===== src/rtl/mem_port_arbiter_if.sv =====
// mem_port_arbiter_if: instruction, data and shared memory port signals of the arbiter.
interface mem_port_arbiter_if;
    logic        i_valid, i_ready, d_valid, d_ready, mem_valid, mem_ready, grant_d;
    logic [31:0] i_addr, i_rdata, d_addr, d_wdata, d_rdata, mem_addr, mem_wdata, mem_rdata;
    logic [3:0]  d_wstrb, mem_wstrb;
    modport slave (
        input  i_valid, i_addr, d_valid, d_addr, d_wdata, d_wstrb, mem_ready, mem_rdata,
        output i_ready, i_rdata, d_ready, d_rdata, mem_valid, mem_addr, mem_wdata, mem_wstrb, grant_d
    );
    modport master (
        output i_valid, i_addr, d_valid, d_addr, d_wdata, d_wstrb, mem_ready, mem_rdata,
        input  i_ready, i_rdata, d_ready, d_rdata, mem_valid, mem_addr, mem_wdata, mem_wstrb, grant_d
    );
endinterface


===== src/rtl/mem_port_arbiter.sv =====
// mem_port_arbiter: shares one memory port between an icache refill port (burst-locked) and a data port.
module mem_port_arbiter #(
    parameter int IBURST    = 4,
    parameter bit RR_ENABLE = 1'b1
) (
    input logic clk,
    input logic reset,
    mem_port_arbiter_if.slave bus
);
    typedef enum logic [1:0] {IDLE, I_ACCESS, I_GAP, D_ACCESS} state_t;
    localparam logic [3:0] LAST_BEAT = 4'(IBURST - 1);
    state_t      state_q, state_d;
    logic [3:0]  cnt_q, cnt_d, mem_wstrb_q, mem_wstrb_d;
    logic        last_d_q, last_d_d, lo_q, lo_d, grant_d_q, grant_d_d;
    logic        mem_valid_q, mem_valid_d, i_ready_q, i_ready_d, d_ready_q, d_ready_d;
    logic [31:0] mem_addr_q, mem_addr_d, mem_wdata_q, mem_wdata_d;
    logic [31:0] i_rdata_q, i_rdata_d, d_rdata_q, d_rdata_d;
    logic        i_req, d_req, done, grab_i, grab_d;

    always_comb begin
        state_d     = state_q;
        cnt_d       = cnt_q;
        last_d_d    = last_d_q;
        lo_d        = 1'b0;
        mem_valid_d = mem_valid_q;
        mem_addr_d  = mem_addr_q;
        mem_wdata_d = mem_wdata_q;
        mem_wstrb_d = mem_wstrb_q;
        i_ready_d   = 1'b0;
        d_ready_d   = 1'b0;
        i_rdata_d   = i_rdata_q;
        d_rdata_d   = d_rdata_q;
        i_req       = bus.i_valid & ~i_ready_q;
        d_req       = bus.d_valid & ~d_ready_q;
        done        = mem_valid_q & bus.mem_ready;
        grab_i      = 1'b0;
        grab_d      = 1'b0;
        case (state_q)
            IDLE: begin
                // Data wins a tie unless round-robin says instruction is owed the slot.
                grab_d = d_req & (~i_req | ~RR_ENABLE | ~last_d_q);
                grab_i = i_req & ~grab_d;
            end
            I_ACCESS: if (done) begin
                i_ready_d   = 1'b1;
                i_rdata_d   = bus.mem_rdata;
                mem_valid_d = 1'b0;
                cnt_d       = cnt_q + 4'd1;
                state_d     = (cnt_q == LAST_BEAT) ? IDLE : I_GAP;
            end
            I_GAP: begin
                // Refill stays locked; two idle cycles in a row mean the icache gave up.
                lo_d   = ~bus.i_valid;
                grab_i = i_req;
                if (~bus.i_valid & lo_q) state_d = IDLE;
            end
            D_ACCESS: if (done) begin
                d_ready_d   = 1'b1;
                d_rdata_d   = bus.mem_rdata;
                mem_valid_d = 1'b0;
                state_d     = IDLE;
            end
            default: state_d = IDLE;
        endcase
        if (grab_i) begin
            state_d     = I_ACCESS;
            mem_valid_d = 1'b1;
            mem_addr_d  = bus.i_addr;
            mem_wdata_d = 32'h0;
            mem_wstrb_d = 4'h0;
            last_d_d    = 1'b0;
            if (state_q == IDLE) cnt_d = 4'd0;
        end
        if (grab_d) begin
            state_d     = D_ACCESS;
            mem_valid_d = 1'b1;
            mem_addr_d  = bus.d_addr;
            mem_wdata_d = bus.d_wdata;
            mem_wstrb_d = bus.d_wstrb;
            last_d_d    = 1'b1;
        end
        grant_d_d = (state_d == D_ACCESS);
    end

    always_ff @(posedge clk or posedge reset) begin
        if (reset) begin
            state_q     <= IDLE;
            cnt_q       <= 4'd0;
            last_d_q    <= 1'b1;
            lo_q        <= 1'b0;
            mem_valid_q <= 1'b0;
            mem_addr_q  <= 32'h0;
            mem_wdata_q <= 32'h0;
            mem_wstrb_q <= 4'h0;
            i_ready_q   <= 1'b0;
            d_ready_q   <= 1'b0;
            i_rdata_q   <= 32'h0;
            d_rdata_q   <= 32'h0;
            grant_d_q   <= 1'b0;
        end else begin
            state_q     <= state_d;
            cnt_q       <= cnt_d;
            last_d_q    <= last_d_d;
            lo_q        <= lo_d;
            mem_valid_q <= mem_valid_d;
            mem_addr_q  <= mem_addr_d;
            mem_wdata_q <= mem_wdata_d;
            mem_wstrb_q <= mem_wstrb_d;
            i_ready_q   <= i_ready_d;
            d_ready_q   <= d_ready_d;
            i_rdata_q   <= i_rdata_d;
            d_rdata_q   <= d_rdata_d;
            grant_d_q   <= grant_d_d;
        end
    end

    assign bus.mem_valid = mem_valid_q;
    assign bus.mem_addr  = mem_addr_q;
    assign bus.mem_wdata = mem_wdata_q;
    assign bus.mem_wstrb = mem_wstrb_q;
    assign bus.i_ready   = i_ready_q;
    assign bus.i_rdata   = i_rdata_q;
    assign bus.d_ready   = d_ready_q;
    assign bus.d_rdata   = d_rdata_q;
    assign bus.grant_d   = grant_d_q;
endmodule

===== src/flat_wrapper.sv =====
// flat-port wrapper written by rule: the top's interface ports become plain ports
module mem_port_arbiter_flat 
#(
    parameter int IBURST    = 4,
    parameter bit RR_ENABLE = 1'b1
)
  (clk, reset, bus_i_valid, bus_i_addr, bus_d_valid, bus_d_addr, bus_d_wdata, bus_d_wstrb, bus_mem_ready, bus_mem_rdata, bus_i_ready, bus_i_rdata, bus_d_ready, bus_d_rdata, bus_mem_valid, bus_mem_addr, bus_mem_wdata, bus_mem_wstrb, bus_grant_d);
  mem_port_arbiter_if bus_i ();
  input logic clk;
  input logic reset;
  input wire logic [$bits(bus_i.i_valid)-1:0] bus_i_valid;
  input wire logic [$bits(bus_i.i_addr)-1:0] bus_i_addr;
  input wire logic [$bits(bus_i.d_valid)-1:0] bus_d_valid;
  input wire logic [$bits(bus_i.d_addr)-1:0] bus_d_addr;
  input wire logic [$bits(bus_i.d_wdata)-1:0] bus_d_wdata;
  input wire logic [$bits(bus_i.d_wstrb)-1:0] bus_d_wstrb;
  input wire logic [$bits(bus_i.mem_ready)-1:0] bus_mem_ready;
  input wire logic [$bits(bus_i.mem_rdata)-1:0] bus_mem_rdata;
  output wire logic [$bits(bus_i.i_ready)-1:0] bus_i_ready;
  output wire logic [$bits(bus_i.i_rdata)-1:0] bus_i_rdata;
  output wire logic [$bits(bus_i.d_ready)-1:0] bus_d_ready;
  output wire logic [$bits(bus_i.d_rdata)-1:0] bus_d_rdata;
  output wire logic [$bits(bus_i.mem_valid)-1:0] bus_mem_valid;
  output wire logic [$bits(bus_i.mem_addr)-1:0] bus_mem_addr;
  output wire logic [$bits(bus_i.mem_wdata)-1:0] bus_mem_wdata;
  output wire logic [$bits(bus_i.mem_wstrb)-1:0] bus_mem_wstrb;
  output wire logic [$bits(bus_i.grant_d)-1:0] bus_grant_d;
  assign bus_i.i_valid = bus_i_valid;
  assign bus_i.i_addr = bus_i_addr;
  assign bus_i.d_valid = bus_d_valid;
  assign bus_i.d_addr = bus_d_addr;
  assign bus_i.d_wdata = bus_d_wdata;
  assign bus_i.d_wstrb = bus_d_wstrb;
  assign bus_i.mem_ready = bus_mem_ready;
  assign bus_i.mem_rdata = bus_mem_rdata;
  assign bus_i_ready = bus_i.i_ready;
  assign bus_i_rdata = bus_i.i_rdata;
  assign bus_d_ready = bus_i.d_ready;
  assign bus_d_rdata = bus_i.d_rdata;
  assign bus_mem_valid = bus_i.mem_valid;
  assign bus_mem_addr = bus_i.mem_addr;
  assign bus_mem_wdata = bus_i.mem_wdata;
  assign bus_mem_wstrb = bus_i.mem_wstrb;
  assign bus_grant_d = bus_i.grant_d;
  mem_port_arbiter #(.IBURST(IBURST), .RR_ENABLE(RR_ENABLE)) u_core (.clk(clk), .reset(reset), .bus(bus_i));
endmodule

===== config.mk =====
export PLATFORM = sky130hd
export DESIGN_NAME = mem_port_arbiter_flat
export DESIGN_NICKNAME = d
export VERILOG_FILES = /design/src/rtl/mem_port_arbiter_if.sv /design/src/rtl/mem_port_arbiter.sv /design/src/flat_wrapper.sv
export SDC_FILE = /design/constraint.sdc
export NUM_CORES = 1
export LEC_CHECK = 0
export ABC_AREA = 1
export CAP_MARGIN = 15
export CORE_ASPECT_RATIO = 1.2
export CORE_MARGIN = 5
export CORE_UTILIZATION = 32
export DETAILED_ROUTE_END_ITERATION = 10
export DONT_BUFFER_PORTS = 1
export SKIP_LAST_GASP = 1
export SYNTH_ARGS = -nofsm -noshare
export SYNTH_HDL_FRONTEND = slang
export SYNTH_SLANG_ARGS = --single-unit

===== constraint.sdc =====
create_clock -name clk -period 5.65 [get_ports clk]
set_input_delay 1.13 -clock clk [delete_from_list [all_inputs] [get_ports clk]]
set_output_delay 1.13 -clock clk [all_outputs]
set_load 0.03 [all_outputs]

== Word level (Yosys, flattened, before mapping) ==
Cells that the tools add are included.

* Add/subtract/negate cells: 1
* Equality and inequality tests: 5
* Multiplexer cells: 29
* Bitwise logic cells: 13
* Reductions and logical operators: 8

{| class="wikitable"
|+ Operator list
! cell !! number
|-
| $mux 32 || 4
|-
| $mux 4 || 6
|-
| $mux 2 || 6
|-
| $mux 1 || 11
|-
| $and 1x1->1 || 6
|-
| $eq 2x2->1 const B || 3
|-
| $not 1->1 || 6
|-
| $pmux 2 s3 || 1
|-
| $reduce_and 2->1 || 3
|-
| $reduce_bool 3->1 || 2
|-
| $add 4x1->4 const B || 1
|-
| $eq 4x2->1 const B || 1
|-
| $eq 2x1->1 const B || 1
|-
| $logic_not 2->1 || 1
|-
| $pmux 1 s2 || 1
|-
| $reduce_bool 2->1 || 1
|-
| $reduce_or 2->1 || 1
|-
| $or 1x1->1 || 1
|}

* Bits in registers: 144
* Output and inout bits: 136
* Logic and storage cells: 69

== Longest topological paths before layout ==
* Depth after elaboration: 11
* Mapped depth: 9
* Mapped depth without buffers: 8

== Worst setup path after synthesis ==
Ideal clock, no wire load.

* Path kind: input-to-reg
* Start: input bus_mem_ready
* End: register u_core.d_rdata_q[0] (netlist: u_core.bus.d_rdata[0])
* Arrival time: 1.933 ns
* Data required time: 5.525 ns
* Path slack: 3.592 ns
* Cell stages on the path: 4
* Path buffers: 1
* Cell sequence: nand2_1 > nor2_2 > buf_4 > mux2_2

* Cells in the longest elaborated chain, start to end: 2

{| class="wikitable"
|+ Ends and longest elaborated chain
! element !! RTL line !! source
|-
| start: declaration || flat_wrapper.sv:17 || <nowiki>input wire logic [$bits(bus_i.mem_ready)-1:0] bus_mem_ready;</nowiki>
|-
| $and 1x1->1 || mem_port_arbiter.sv:35 || <nowiki>done = mem_valid_q & bus.mem_ready;</nowiki>
|-
| $reduce_and 2->1 (no line) || -- ||
|-
| end signal: assignment || mem_port_arbiter.sv:112 || <nowiki>d_rdata_q <= d_rdata_d;</nowiki>
|-
| end: declaration || mem_port_arbiter.sv:17 || <nowiki>logic [31:0] i_rdata_q, i_rdata_d, d_rdata_q, d_rdata_d;</nowiki>
|}

Every way passes these cells.
A chain may end at the register's enable or synchronous reset.

== Worst setup path after layout ==
* Start: register u_core.i_ready_q (netlist: u_core.bus.i_ready)
* End: register u_core.mem_addr_q[14] (netlist: u_core.bus.mem_addr[14])

* Cells in the longest elaborated chain, start to end: 9
* Elaborated cells between the ends (all ways): 11
* Classes of those cells: mux (3); bitwise (7); reduce/logical (1)

{| class="wikitable"
|+ Ends and longest elaborated chain
! element !! RTL line !! source
|-
| start: declaration || mem_port_arbiter.sv:15 || <nowiki>logic mem_valid_q, mem_valid_d, i_ready_q, i_ready_d, d_ready_q, d_ready_d;</nowiki>
|-
| start signal: assignment || mem_port_arbiter.sv:109 || <nowiki>i_ready_q <= i_ready_d;</nowiki>
|-
| $not 1->1 * || mem_port_arbiter.sv:33 || <nowiki>i_req = bus.i_valid & ~i_ready_q;</nowiki>
|-
| $and 1x1->1 * || mem_port_arbiter.sv:33 ||
|-
| $not 1->1 || mem_port_arbiter.sv:41 || <nowiki>grab_d = d_req & (~i_req | ~RR_ENABLE | ~last_d_q);</nowiki>
|-
| $or 1x1->1 || mem_port_arbiter.sv:41 ||
|-
| $and 1x1->1 || mem_port_arbiter.sv:41 ||
|-
| $not 1->1 || mem_port_arbiter.sv:42 || <nowiki>grab_i = i_req & ~grab_d;</nowiki>
|-
| $and 1x1->1 || mem_port_arbiter.sv:42 ||
|-
| $pmux 1 s2 || mem_port_arbiter.sv:38 || <nowiki>case (state_q)</nowiki>
|-
| $reduce_bool 2->1 (no line) || -- ||
|-
| end signal: assignment || mem_port_arbiter.sv:106 || <nowiki>mem_addr_q <= mem_addr_d;</nowiki>
|-
| end: declaration || mem_port_arbiter.sv:16 || <nowiki>logic [31:0] mem_addr_q, mem_addr_d, mem_wdata_q, mem_wdata_d;</nowiki>
|}

Every way passes the cells marked *; elsewhere a longest branch is shown, timed or not.

==> flow_summary.json <==
{
  "status": "finished clean",
  "startpoint_type": "flip-flop",
  "die_width_um": 133,
  "synth_area_leader_cell": "dfrtp_1",
  "finalCriticalPeriod_ns": 2.49,
  "dpl.hpwl_um": 10500,
  "synthCells": 639,
  "cts-buffers-inserted": 17,
  "nNetsFinal": 770,
  "drc": 0,
  "hold_viol": 0,
  "synth-seq-cells": 144,
  "power_density_mw_per_mm2": 360,
  "yosysWarnings": 0,
  "grt_pass1_vias": 4180,
  "cts-resized-gates": 0,
  "maxSlewHeadroom_pct": 37.9,
  "die_h_um": 157,
  "dpl_cell_area_mm2": 0.00593,
  "area_growth_pct": 15.0,
  "ir_drop_mv": 0.174,
  "multi_input_area_mm2": 0.00182,
  "antennaDiodeCount": 0,
  "grt_first_pass_wirelength_um": 23100,
  "clkLatencyLatePin_ns": 0.41,
  "grt-ovfl-total": 0,
  "routed-via-count": 4116,
  "drv_slew": 0,
  "p_leak_nw": 3.49,
  "routed_via_density": 4.74,
  "fin_skew_ns": 0.00714,
  "drt-pass1-iter-count": 4,
  "fin_setup_tns_ns": 0,
  "worst_pin_slew_ns": 0.932,
  "antenna_found_initial": 0,
  "worstPathRequired_ns": 5.94,
  "regArea_mm2": 0.00360,
  "most-common-layout-cells": "236 x nand2_1, 143 x dfrtp_1, 64 x nand3_1",
  "synth_top_area_share_pct": 61.8,
  "ys_seq_area_share_pct": 62.3,
  "drive_gt1_share_pct": 9.15,
  "clkTransAtPathRegs_ns": 0.06,
  "place.port_buffers": 0,
  "coreArea_mm2": 0.0180,
  "synth.lib_cells_used.distinct": 24,
  "finalSetupViolations": 0,
  "ioPinCount": 273,
  "gp_congestion": 0.758,
  "synth_area_mm2": 0.00579,
  "hold_buffers": 0,
  "crit_type": "flip-flop to flip-flop",
  "timing.fmax_ghz": 0.402,
  "clock_sinks": 144,
  "hold_slack_ns": 0.463,
  "num_rows": 54,
  "drt_iter0_drc": 187,
  "cts_root_buf": "clkbuf_16",
  "crit_arrival_ns": 2.78,
  "min_path_type": "flip-flop to flip-flop",
  "die_area_mm2": 0.0209,
  "grtUsageTotal_pct": 14.1,
  "crit_fanout": 53,
  "htreeDepth": 4,
  "start_util_pct": 32.2,
  "grt_max_degree": 64,
  "timing.final.crit_share_pct": 44.0,
  "finalInstanceArea_mm2": 0.00666,
  "ant_nets": 0,
  "cts_tree": "built",
  "nFillCells": 1866,
  "worstSetupEndpointType": "flip-flop",
  "maxCapViolations": 0,
  "synth.area.top_cells": "dfrtp_1 62%, nand2_1 15%, nand3_1 5.5%",
  "post_drt_wl_per_cell_um": 16.9,
  "rsz0062_at_grt": "false",
  "cts_setup_buffers": 0,
  "clk_path_buf_depth": 2,
  "syn_nets": 777,
  "final_common_cell": "nand2_1",
  "detail_route.wirelength_um": 14700,
  "syn_area_per_cell_um2": 9.06
}
-- cells by family (layout without fill, tap and decap cells) --
group	after synthesis	in the layout	share of synthesized area, %
xor gates and xnor gates	1	1	0.151
AOI/OAI and AO/OA	63	63	5.71
buffers and inverters	81	87	6.38
DFF	144	144	62.3
and+or+nand+nor	343	343	24.1
muxes	6	6	1.17
adders and majority gates	1	1	0.216
-- layer usage --
layer  wire length [µm]  vias to the layer above  track usage [%]
met4                329                        0             6.63
met5                  0                        -                0
met2               7260                      178             22.6
li1                   -                     1990                -
met3               1310                       19             5.69
met1               5800                     1929             16.6
-- per-stage QoR --
step / util (%) / worst slack (ns) / power, mW / std cells
6_report: 37.0 / 3.16 / 2.39 / 869
3_3_place_gp: 33.0 / 2.75 / 1.08 / 836
2_1_floorplan: - / 0.655 / 1.07 / 639
4_1_cts: 36.9 / 3.13 / 2.43 / 868
3_5_place_dp: 33.0 / 2.71 / 1.08 / 836
5_1_grt: 37.0 / 2.93 / 2.48 / 869
-- worst paths after layout --
check	start	to	slack, ns	cells past startpoint
worst min register to register	u_core.last_d_q$_DFFE_PP1P_	u_core.last_d_q$_DFFE_PP1P_	0.46	2
worst min-delay path	u_core.last_d_q$_DFFE_PP1P_	u_core.last_d_q$_DFFE_PP1P_	0.46	2
min in group asynchronous	reset	u_core.bus.i_rdata[9]$_DFFE_PP0P_	0.60	1
worst max-delay path	u_core.bus.i_ready$_DFF_PP0_	u_core.bus.mem_addr[14]$_DFFE_PP0P_	3.16	9
worst max register to register	u_core.bus.i_ready$_DFF_PP0_	u_core.bus.mem_addr[14]$_DFFE_PP0P_	3.16	9
max in group asynchronous	reset	u_core.bus.mem_addr[29]$_DFFE_PP0P_	4.05	2
-- state kept, by name, indices dropped and copies added, names as in the netlist --
register	flops
u_core.bus.d_rdata	32
u_core.bus.d_ready	1
u_core.bus.grant_d	1
u_core.bus.i_rdata	32
u_core.bus.i_ready	1
u_core.bus.mem_addr	32
u_core.bus.mem_valid	1
u_core.bus.mem_wdata	32
u_core.bus.mem_wstrb	4
u_core.cnt_q	4
u_core.last_d_q	1
u_core.lo_q	1
u_core.state_q	2
-- cell type report --
type                            count  area share (%)
Timing Repair Buffer                6           0.865
Clock inverter                     15            4.19
Inverter                           49            2.84
Sequential cell                   144            54.2
Tap cell                          224            4.21
Clock buffer                       17            6.39
Multi-Input combinational cell    414            27.3
-- cells in the mapped netlist (all sizes together) --
cell and count:
mux2 6, dfstp 1, dfrtp 143, buf 26, clkbuf 6, nand3 65, nor3 1, nor2 40
inv 49, ha 1, a21oi 29, o21ai 34, xor2 1, nand2 237
-- where the power goes --
group          switching, mW  total [mW]  leakage [nW]  internal, mW
clock                  0.453        1.33         0.339         0.880
combinational         0.0258      0.0293          1.17       0.00349
sequential                 0        1.03          1.99          1.03
total                  0.479        2.39          3.49          1.91
-- worst max-delay path: stages (launching register included) --
cell	delay (ns)
dfrtp_1	0.51
inv_1	0.18
nand2_1	0.10
nor2_4	0.58
inv_2	0.19
nand2_2	0.13
inv_2	0.11
buf_4	0.32
nand2_1	0.13
nand3_1	0.07
No activity file was read; power rests on OpenSTA's default activity.
